<file path="src/rtl/dct8_mac_sequencer.sv">
`default_nettype none
// ============================================================================
// Module   : dct8_mac_sequencer
// Purpose  : 1-D 8-point DCT-II; 64 products serialised through a shared
//            multiplier over a start/done handshake, results on valid/ready.
// Revision : 1.0
// ============================================================================
module dct8_mac_sequencer #(
    parameter int DATA_W = 16,
    parameter int PROD_W = 32,
    parameter int ACC_W  = 35,
    parameter int FRAC   = 15,
    parameter int OUT_W  = 20
) (
    input  logic              clk,
    input  logic              rst,
    input  logic              in_valid,
    input  logic [DATA_W-1:0] in_data,
    output logic              in_ready,
    output logic [DATA_W-1:0] mul_in1,
    output logic [DATA_W-1:0] mul_in2,
    output logic              mul_start,
    input  logic [PROD_W-1:0] mul_out,
    input  logic              mul_done,
    output logic              out_valid,
    output logic [OUT_W-1:0]  out_data,
    output logic [2:0]        out_idx,
    input  logic              out_ready,
    output logic              busy
);

    typedef enum logic [1:0] {
        S_LOAD  = 2'd0,
        S_ISSUE = 2'd1,
        S_WAIT  = 2'd2,
        S_OUT   = 2'd3
    } state_t;

    // Q1.15 DCT-II basis, row-major C[k][n]
    localparam logic signed [15:0] c_coef_rom [64] = '{
        16'sd11585,  16'sd11585,  16'sd11585,  16'sd11585,  16'sd11585,  16'sd11585,  16'sd11585,  16'sd11585,
        16'sd16069,  16'sd13623,  16'sd9102,   16'sd3196,  -16'sd3196,  -16'sd9102,  -16'sd13623, -16'sd16069,
        16'sd15137,  16'sd6270,  -16'sd6270,  -16'sd15137, -16'sd15137, -16'sd6270,   16'sd6270,   16'sd15137,
        16'sd13623, -16'sd3196,  -16'sd16069, -16'sd9102,   16'sd9102,   16'sd16069,  16'sd3196,  -16'sd13623,
        16'sd11585, -16'sd11585, -16'sd11585,  16'sd11585,  16'sd11585, -16'sd11585, -16'sd11585,  16'sd11585,
        16'sd9102,  -16'sd16069,  16'sd3196,   16'sd13623, -16'sd13623, -16'sd3196,   16'sd16069, -16'sd9102,
        16'sd6270,  -16'sd15137,  16'sd15137, -16'sd6270,  -16'sd6270,   16'sd15137, -16'sd15137,  16'sd6270,
        16'sd3196,  -16'sd9102,   16'sd13623, -16'sd16069,  16'sd16069, -16'sd13623,  16'sd9102,  -16'sd3196
    };
    localparam int c_rnd = 1 << (FRAC - 1);

    state_t                   r_state;
    state_t                   w_state_nxt;
    logic [DATA_W-1:0]        r_x [8];
    logic [2:0]               r_wcnt;
    logic [2:0]               r_k;
    logic [2:0]               r_n;
    logic signed [ACC_W-1:0]  r_acc;
    logic [OUT_W-1:0]         r_out_data;
    logic signed [ACC_W-1:0]  w_acc_sum;
    logic signed [ACC_W-1:0]  w_acc_rnd;

    assign w_acc_sum = r_acc + {{(ACC_W-PROD_W){mul_out[PROD_W-1]}}, mul_out};
    assign w_acc_rnd = w_acc_sum + ACC_W'(c_rnd);

    always_ff @(posedge clk) begin
        if (rst) begin
            r_state <= S_LOAD;
        end else begin
            r_state <= w_state_nxt;
        end
    end

    always_comb begin
        w_state_nxt = r_state;
        in_ready    = 1'b0;
        mul_start   = 1'b0;
        mul_in1     = '0;
        mul_in2     = '0;
        out_valid   = 1'b0;
        busy        = 1'b1;
        out_idx     = r_k;
        out_data    = r_out_data;
        case (r_state)
            S_LOAD: begin
                in_ready = 1'b1;
                busy     = 1'b0;
                if (in_valid && r_wcnt == 3'd7) w_state_nxt = S_ISSUE;
            end
            S_ISSUE: begin
                mul_start   = 1'b1;
                mul_in1     = r_x[r_n];
                mul_in2     = c_coef_rom[{r_k, r_n}];
                w_state_nxt = S_WAIT;
            end
            S_WAIT: begin
                mul_in1 = r_x[r_n];
                mul_in2 = c_coef_rom[{r_k, r_n}];
                if (mul_done) w_state_nxt = (r_n == 3'd7) ? S_OUT : S_ISSUE;
            end
            S_OUT: begin
                out_valid = 1'b1;
                if (out_ready) w_state_nxt = (r_k == 3'd7) ? S_LOAD : S_ISSUE;
            end
            default: w_state_nxt = S_LOAD;
        endcase
    end

    // Sample store needs no reset: every block overwrites all eight entries
    always_ff @(posedge clk) begin
        if (r_state == S_LOAD && in_valid) begin
            r_x[r_wcnt] <= in_data;
        end
    end

    always_ff @(posedge clk) begin
        if (rst) begin
            r_wcnt     <= 3'd0;
            r_k        <= 3'd0;
            r_n        <= 3'd0;
            r_acc      <= '0;
            r_out_data <= '0;
        end else begin
            case (r_state)
                S_LOAD: begin
                    r_k   <= 3'd0;
                    r_n   <= 3'd0;
                    r_acc <= '0;
                    if (in_valid) r_wcnt <= r_wcnt + 3'd1;
                end
                S_WAIT: begin
                    if (mul_done) begin
                        r_acc <= w_acc_sum;
                        r_n   <= r_n + 3'd1;
                        if (r_n == 3'd7) r_out_data <= w_acc_rnd[FRAC +: OUT_W];
                    end
                end
                S_OUT: begin
                    if (out_ready && r_k != 3'd7) begin
                        r_k   <= r_k + 3'd1;
                        r_acc <= '0;
                    end
                end
                default: ;
            endcase
        end
    end

endmodule
`default_nettype wire

</file>
<file path="config.mk">
export PLATFORM = sky130hd
export DESIGN_NAME = dct8_mac_sequencer
export DESIGN_NICKNAME = d
export VERILOG_FILES = /design/src/rtl/dct8_mac_sequencer.sv
export SDC_FILE = /design/constraint.sdc
export NUM_CORES = 1
export LEC_CHECK = 0
export ABC_AREA = 1
export BUFFER_PORTS_ARGS = -buffer_cell sky130_fd_sc_hd__buf_2
export CORE_UTILIZATION = 54
export CTS_CLUSTER_DIAMETER = 120
export DETAILED_ROUTE_END_ITERATION = 10
export PLACE_DENSITY = 0.74
export SKIP_CTS_REPAIR_TIMING = 1
export SYNTH_ARGS = -nofsm -noshare
export SYNTH_HDL_FRONTEND = slang
export SYNTH_SLANG_ARGS = --single-unit
</file>
<file path="constraint.sdc">
create_clock -name clk -period 4.2 [get_ports clk]
set_clock_uncertainty 0.15 [all_clocks]
set_input_delay 1.26 -clock clk [delete_from_list [all_inputs] [get_ports clk]]
set_output_delay 1.26 -clock clk [all_outputs]
set_load 0.02 [all_outputs]
</file>
Word-level counts from Yosys, hierarchy flattened
Memories as Yosys holds them, arrays and structs flattened. A register that Yosys moved wholly into a read port is not among the register bits. Cells that the tools add are included.

ROM bits: 1024. Register bits: 66. Output and inout bits: 59. Input port bits: 53. Word-level logic and storage cells: 65. Bits in writable memories: 128. Memories: 2.

Memories: (name not given) (words 64, width 16, rd ports 1, clocked after memory_dff 0, write ports 0, RTL line 98) `mul_in2 = c_coef_rom[{r_k, r_n}];`; r_x (words 8, width 16, rd ports 1, clocked after memory_dff 1, write ports 1, RTL line 54) `logic [DATA_W-1:0] r_x [8];`.

Add/subtract/negate cells: 5. Reduce and logical (&&, ||, !) cells: 14. Bitwise logic cells: 1. Mux-type cells: 25. Equality and inequality tests: 11. $lt $le $gt $ge: 1.

Operators by type and width (number): $pmux W35 S3 (1); $mux W35 (2); $mux W16 (4); $add A35 B16 Y35 const B (1); $add A35 B35 Y35 (1); $mux W3 (4); $pmux W3 S2 (2); $add A3 B1 Y3 const B (3); $eq A3 B3 Y1 const B (3); $reduce_and A3 Y1 (3); $mux W2 (4); $ne A2 B2 Y1 const B (4); $pmux W2 S4 (1); $ge A7 B7 Y1 const B (1); $mux W1 (7); $not A6 Y7 (1); $reduce_and A2 Y1 (3); $eq A2 B2 Y1 const B (2); $reduce_bool A2 Y1 (2); $logic_and A1 B1 Y1 (3); $ne A3 B3 Y1 const B (1); $reduce_bool A3 Y1 (1); $eq A2 B1 Y1 const B (1); $logic_not A2 Y1 (1); $reduce_or A2 Y1 (1).

Longest topological paths before layout
Depth after elaboration: 5. Mapped depth: 21. Mapped depth without buffers: 21.

Worst setup path before layout
Ideal clock, no wire load.

Path kind: input to register. Start: input mul_out[0]. End: register r_out_data[15] (netlist: out_data[15]). Required time: 3.936 ns. Setup time: 0.114 ns. Buffers on the path: 0. Data arrival time: 3.477 ns. Path slack: 0.460 ns. Stages: 17. Path through: ha_1 fa_1 nand2_1 nand3_1 nand2_1 nand2_1 xor2_2 ha_1 nand3_1 nor2_2 nand3_2 nor2_4 nand2_1 nand2_1 nand2_1 o21bai_1 inv_1.

Cells in the longest elaborated chain, start to end: 2.

Ends and longest elaborated chain: from (decl) (RTL line 23) `input logic [PROD_W-1:0] mul_out,`; $add A35 B35 Y35 (RTL line 63) `assign w_acc_sum = r_acc + {{(ACC_W-PROD_W){mul_out[PROD_W-1]}}, mul_out};`; $add A35 B16 Y35 (RTL line 64) `assign w_acc_rnd = w_acc_sum + ACC_W'(c_rnd);`; to (signal assigned) (RTL line 135) `if (r_n == 3'd7) r_out_data <= w_acc_rnd[FRAC +: OUT_W];`; to (decl) (RTL line 59) `logic [OUT_W-1:0] r_out_data;`.

No other way between the ends. A chain may end at the register's enable or synchronous reset.

Worst setup path after layout
Start: register r_n[1]. End: output mul_in2[10].

Cells in the longest elaborated chain, start to end: 5.

Ends and longest elaborated chain: from (decl) (RTL line 57) `logic [2:0] r_n;`; from (signal assigned) (RTL line 134) `r_n <= r_n + 3'd1;`; $not A6 Y7 (not written as such) (RTL line 93, 98); $mem_v2 Z64 W16; $mux W16 (not written as such) (2 in a row) (RTL line 98); $mux W16; to (decl) (RTL line 21) `output logic [DATA_W-1:0] mul_in2,`.

No other way between the ends. The select of a mux whose other input is x is not followed.

==> impl_metrics.json <==
{
  "yosysWarnings": 0,
  "antenna_found_initial": 0,
  "drc": 0,
  "period_share_pct": 91.82,
  "wire_per_inst_um": 16.05,
  "numPortBuffers": 111,
  "cts_max_level": 4,
  "synthToLayoutAreaGrowth_pct": 13.25,
  "ys_top_cells_by_count": "nand2_1, inv_1, nor2_1",
  "fin_hold_ws_ns": 0.3255,
  "yosysSeqAreaShare_pct": 44.35,
  "worstPathRequired_ns": 2.79,
  "cts_tree": "yes",
  "clock-sinks": 197,
  "clockBufferDepth": 2,
  "wl_um": 31960,
  "ir_drop_mv": 0.2613,
  "p_leak_nw": 6.096,
  "synth-edff-count": 128,
  "crit_start": "r_n[1]",
  "num_antenna_cells": 0,
  "initial_utilization_pct": 55.52,
  "slew_headroom_pct": 48.29,
  "min_period_ns": 3.856,
  "dr.pass1.iters": 6,
  "clk-insertion-delay-late_ns": 0.43,
  "ys.flop_type": "edfxtp_1",
  "drt_iter0_drc": 783,
  "cts.clk_slew.worst_paths_ns": 0.08,
  "numCtsBuffers": 17,
  "avgSynthCellArea_um2": 7.401,
  "nets": 1811,
  "min_from": "r_acc[20]",
  "synth_top_area_share_pct": 32.62,
  "syn_inst": 1592,
  "syn-cell-area_um2": 11780,
  "status": "finished clean",
  "setup_viol": 0,
  "start_kind": "register",
  "grt_pass1_vias": 9843,
  "layout-drive-gt1-share_pct": 12.88,
  "viasPerCell": 5.430,
  "crit_cells": 9,
  "cp_max_fo": 8,
  "ant_nets": 0,
  "worst_pin_slew_ns": 0.7748,
  "max_freq_mhz": 259.3,
  "r2r_slack_ns": 1.20,
  "vias": 10812,
  "grt_max_degree": 55,
  "yosysTopAreaCell": "edfxtp_1",
  "core_um2": 21220,
  "crit_family": "compound AO/OA/AOI/OAI gates",
  "die_h_um": 149.7,
  "cp.arrival_ns": 2.45,
  "cap_violations": 0,
  "power.density_nw_per_um2": 336.1,
  "fp-row-count": 53,
  "overflow": 0,
  "cts-root-buf": "clkbuf_16",
  "hold_violations": 0,
  "grt_usage_pct": 28.81,
  "synth_cell_types": 43,
  "max_stage_delay_ns": 0.41,
  "path_buf_inv": 3,
  "die_area_um2": 22410,
  "rsz0062_at_grt": "false",
  "syn_nets": 1700,
  "crit_slowest_cell": "dfxtp_2",
  "ys_async_sr_fraction_pct": 0,
  "end_kind": "output port",
  "r2r_cells": 19,
  "crit-reg2reg-launch": "r_acc[6]",
  "synth_area_leaders": "edfxtp_1, nand2_1, dfxtp_1, inv_1, nor2_1",
  "place_hpwl_um": 22920,
  "hold_depth": 2,
  "ys_seq_elements": 197,
  "cp_cell_sequence": "inv_1, ha_1, inv_1, nor2_1, nor2_1, nand2_1, a221o_1, a21oi_1, buf_2",
  "die_x_um": 149.7,
  "hp-class": "register to register",
  "routabilityCongestion": 0.9305,
  "slew_viol_final": 0,
  "yosysMostFrequentCell": "nand2_1",
  "timing_worst_setup_path_type": "register to output port",
  "fin_tns_setup_ns": 0,
  "grt_pass1_wl_um": 49890,
  "pin_count": 112
}
==> per-stage QoR <==
step / worst slack (ns) / cells / power (W) / util [%] / cell area, µm²
6_report: 0.3436 / 1991 / 0.004485 / 62.88 / 13340
5_1_grt: 0.1396 / 1991 / 0.004648 / 62.88 / 13340
4_1_cts: 0.2306 / 1991 / 0.004497 / 62.88 / 13340
3_5_place_dp: 0.1502 / 1959 / 0.002878 / 60.04 / 12740
3_3_place_gp: 0.2222 / 1959 / 0.002866 / 60.04 / 12740
2_1_floorplan: 0.4596 / 1592 / 0.002633 / - / 11780
==> final timing paths <==
kind                                     end
worst min register to register     r_acc[20]
worst min-delay path               r_acc[20]
worst max register to register  out_data[15]
worst max-delay path             mul_in2[10]
==> kinds of logic (layout without fill, tap and decap cells) <==
kind of cell             count (synthesis)  after routing  share of synthesized area, %
flip-flops                             197            197                         44.35
XOR/XNOR                                 8              8                        0.6584
AND/OR/NAND/NOR                        771            771                         26.86
adder cells (fa/ha/maj)                 55             55                         5.904
buffers and inverters                  273            397                         8.750
AO/OA/AOI/OAI                          288            288                         13.49
==> cell type report <==
cell class                 count  area (µm²)
clock buffer                  17       425.4
clock inverter                15       177.7
fill                        1883        7876
inverter                     223       837.1
multi-input combinational   1122        5532
sequential                   197        5228
tap                          275       344.1
timing repair buffer         142       800.8
==> layout by cell type, fill, tap and decap left out, types with 3 or more instances in the layout <==
| cell type | instances |
|---|---|
| o22ai_1 | 20 |
| nor2_2 | 8 |
| nand2_1 | 433 |
| dfxtp_1 | 67 |
| nor3_1 | 6 |
| a211oi_1 | 6 |
| a221o_1 | 3 |
| nand3b_1 | 5 |
| nand2_2 | 5 |
| edfxtp_1 | 128 |
| xor2_1 | 5 |
| clkinv_8 | 6 |
| buf_4 | 30 |
| ha_1 | 54 |
| clkbuf_16 | 17 |
| or2_2 | 17 |
| buf_2 | 111 |
| o21a_1 | 8 |
| clkinv_1 | 6 |
| inv_2 | 10 |
| o21ai_0 | 124 |
| nand3_1 | 72 |
| o211ai_1 | 9 |
| nor2_1 | 199 |
| a31oi_1 | 17 |
| inv_6 | 3 |
| inv_1 | 207 |
| nand4_1 | 16 |
| and2_1 | 3 |
| a21oi_1 | 90 |
| o21bai_1 | 6 |
| inv_8 | 3 |
==> state kept, by name, indices dropped and copies added, names as in the netlist, named ones only <==
| name | flops |
|---|---|
| out_data | 20 |
| r_state | 2 |
| r_wcnt | 3 |
| r_n | 3 |
| r_acc | 35 |
| out_idx | 3 |
| r_x | 128 |
==> power breakdown <==
group / switching [W] / total (W) / internal, W
Clock: 0.000833 / 0.00164 / 0.000807
Sequential: 0.0000266 / 0.00218 / 0.00216
Combinational: 0.000471 / 0.000662 / 0.000190
==> per-layer routing <==
metal | up-vias | GRT usage [%] | part of all wire [%]
met5 | - | 0 | 0
li1 | 5425 | - | -
met1 | 4926 | 38.91 | 45
met2 | 406 | 47.04 | 47
met4 | 0 | 12.37 | 2.6
met3 | 55 | 2.988 | 6.0
==> worst register-to-register path, cell delays in order (launching register included) <==
cell      delay (ns)
dfxtp_1         0.32
ha_1            0.36
nand2_1         0.12
nor2_1          0.23
nand2_1         0.08
nand2_1         0.12
nand2_1         0.07
nand2_1         0.13
xnor2_1         0.10
inv_1           0.08
ha_1            0.18
nand3_1         0.12
nor2_2          0.17
nand3_2         0.16
nor2_4          0.15
nand2_1         0.08
nand2_1         0.06
nand2_1         0.05
o21bai_1        0.13
inv_1           0.05
Power figures use the tool's default switching activity.
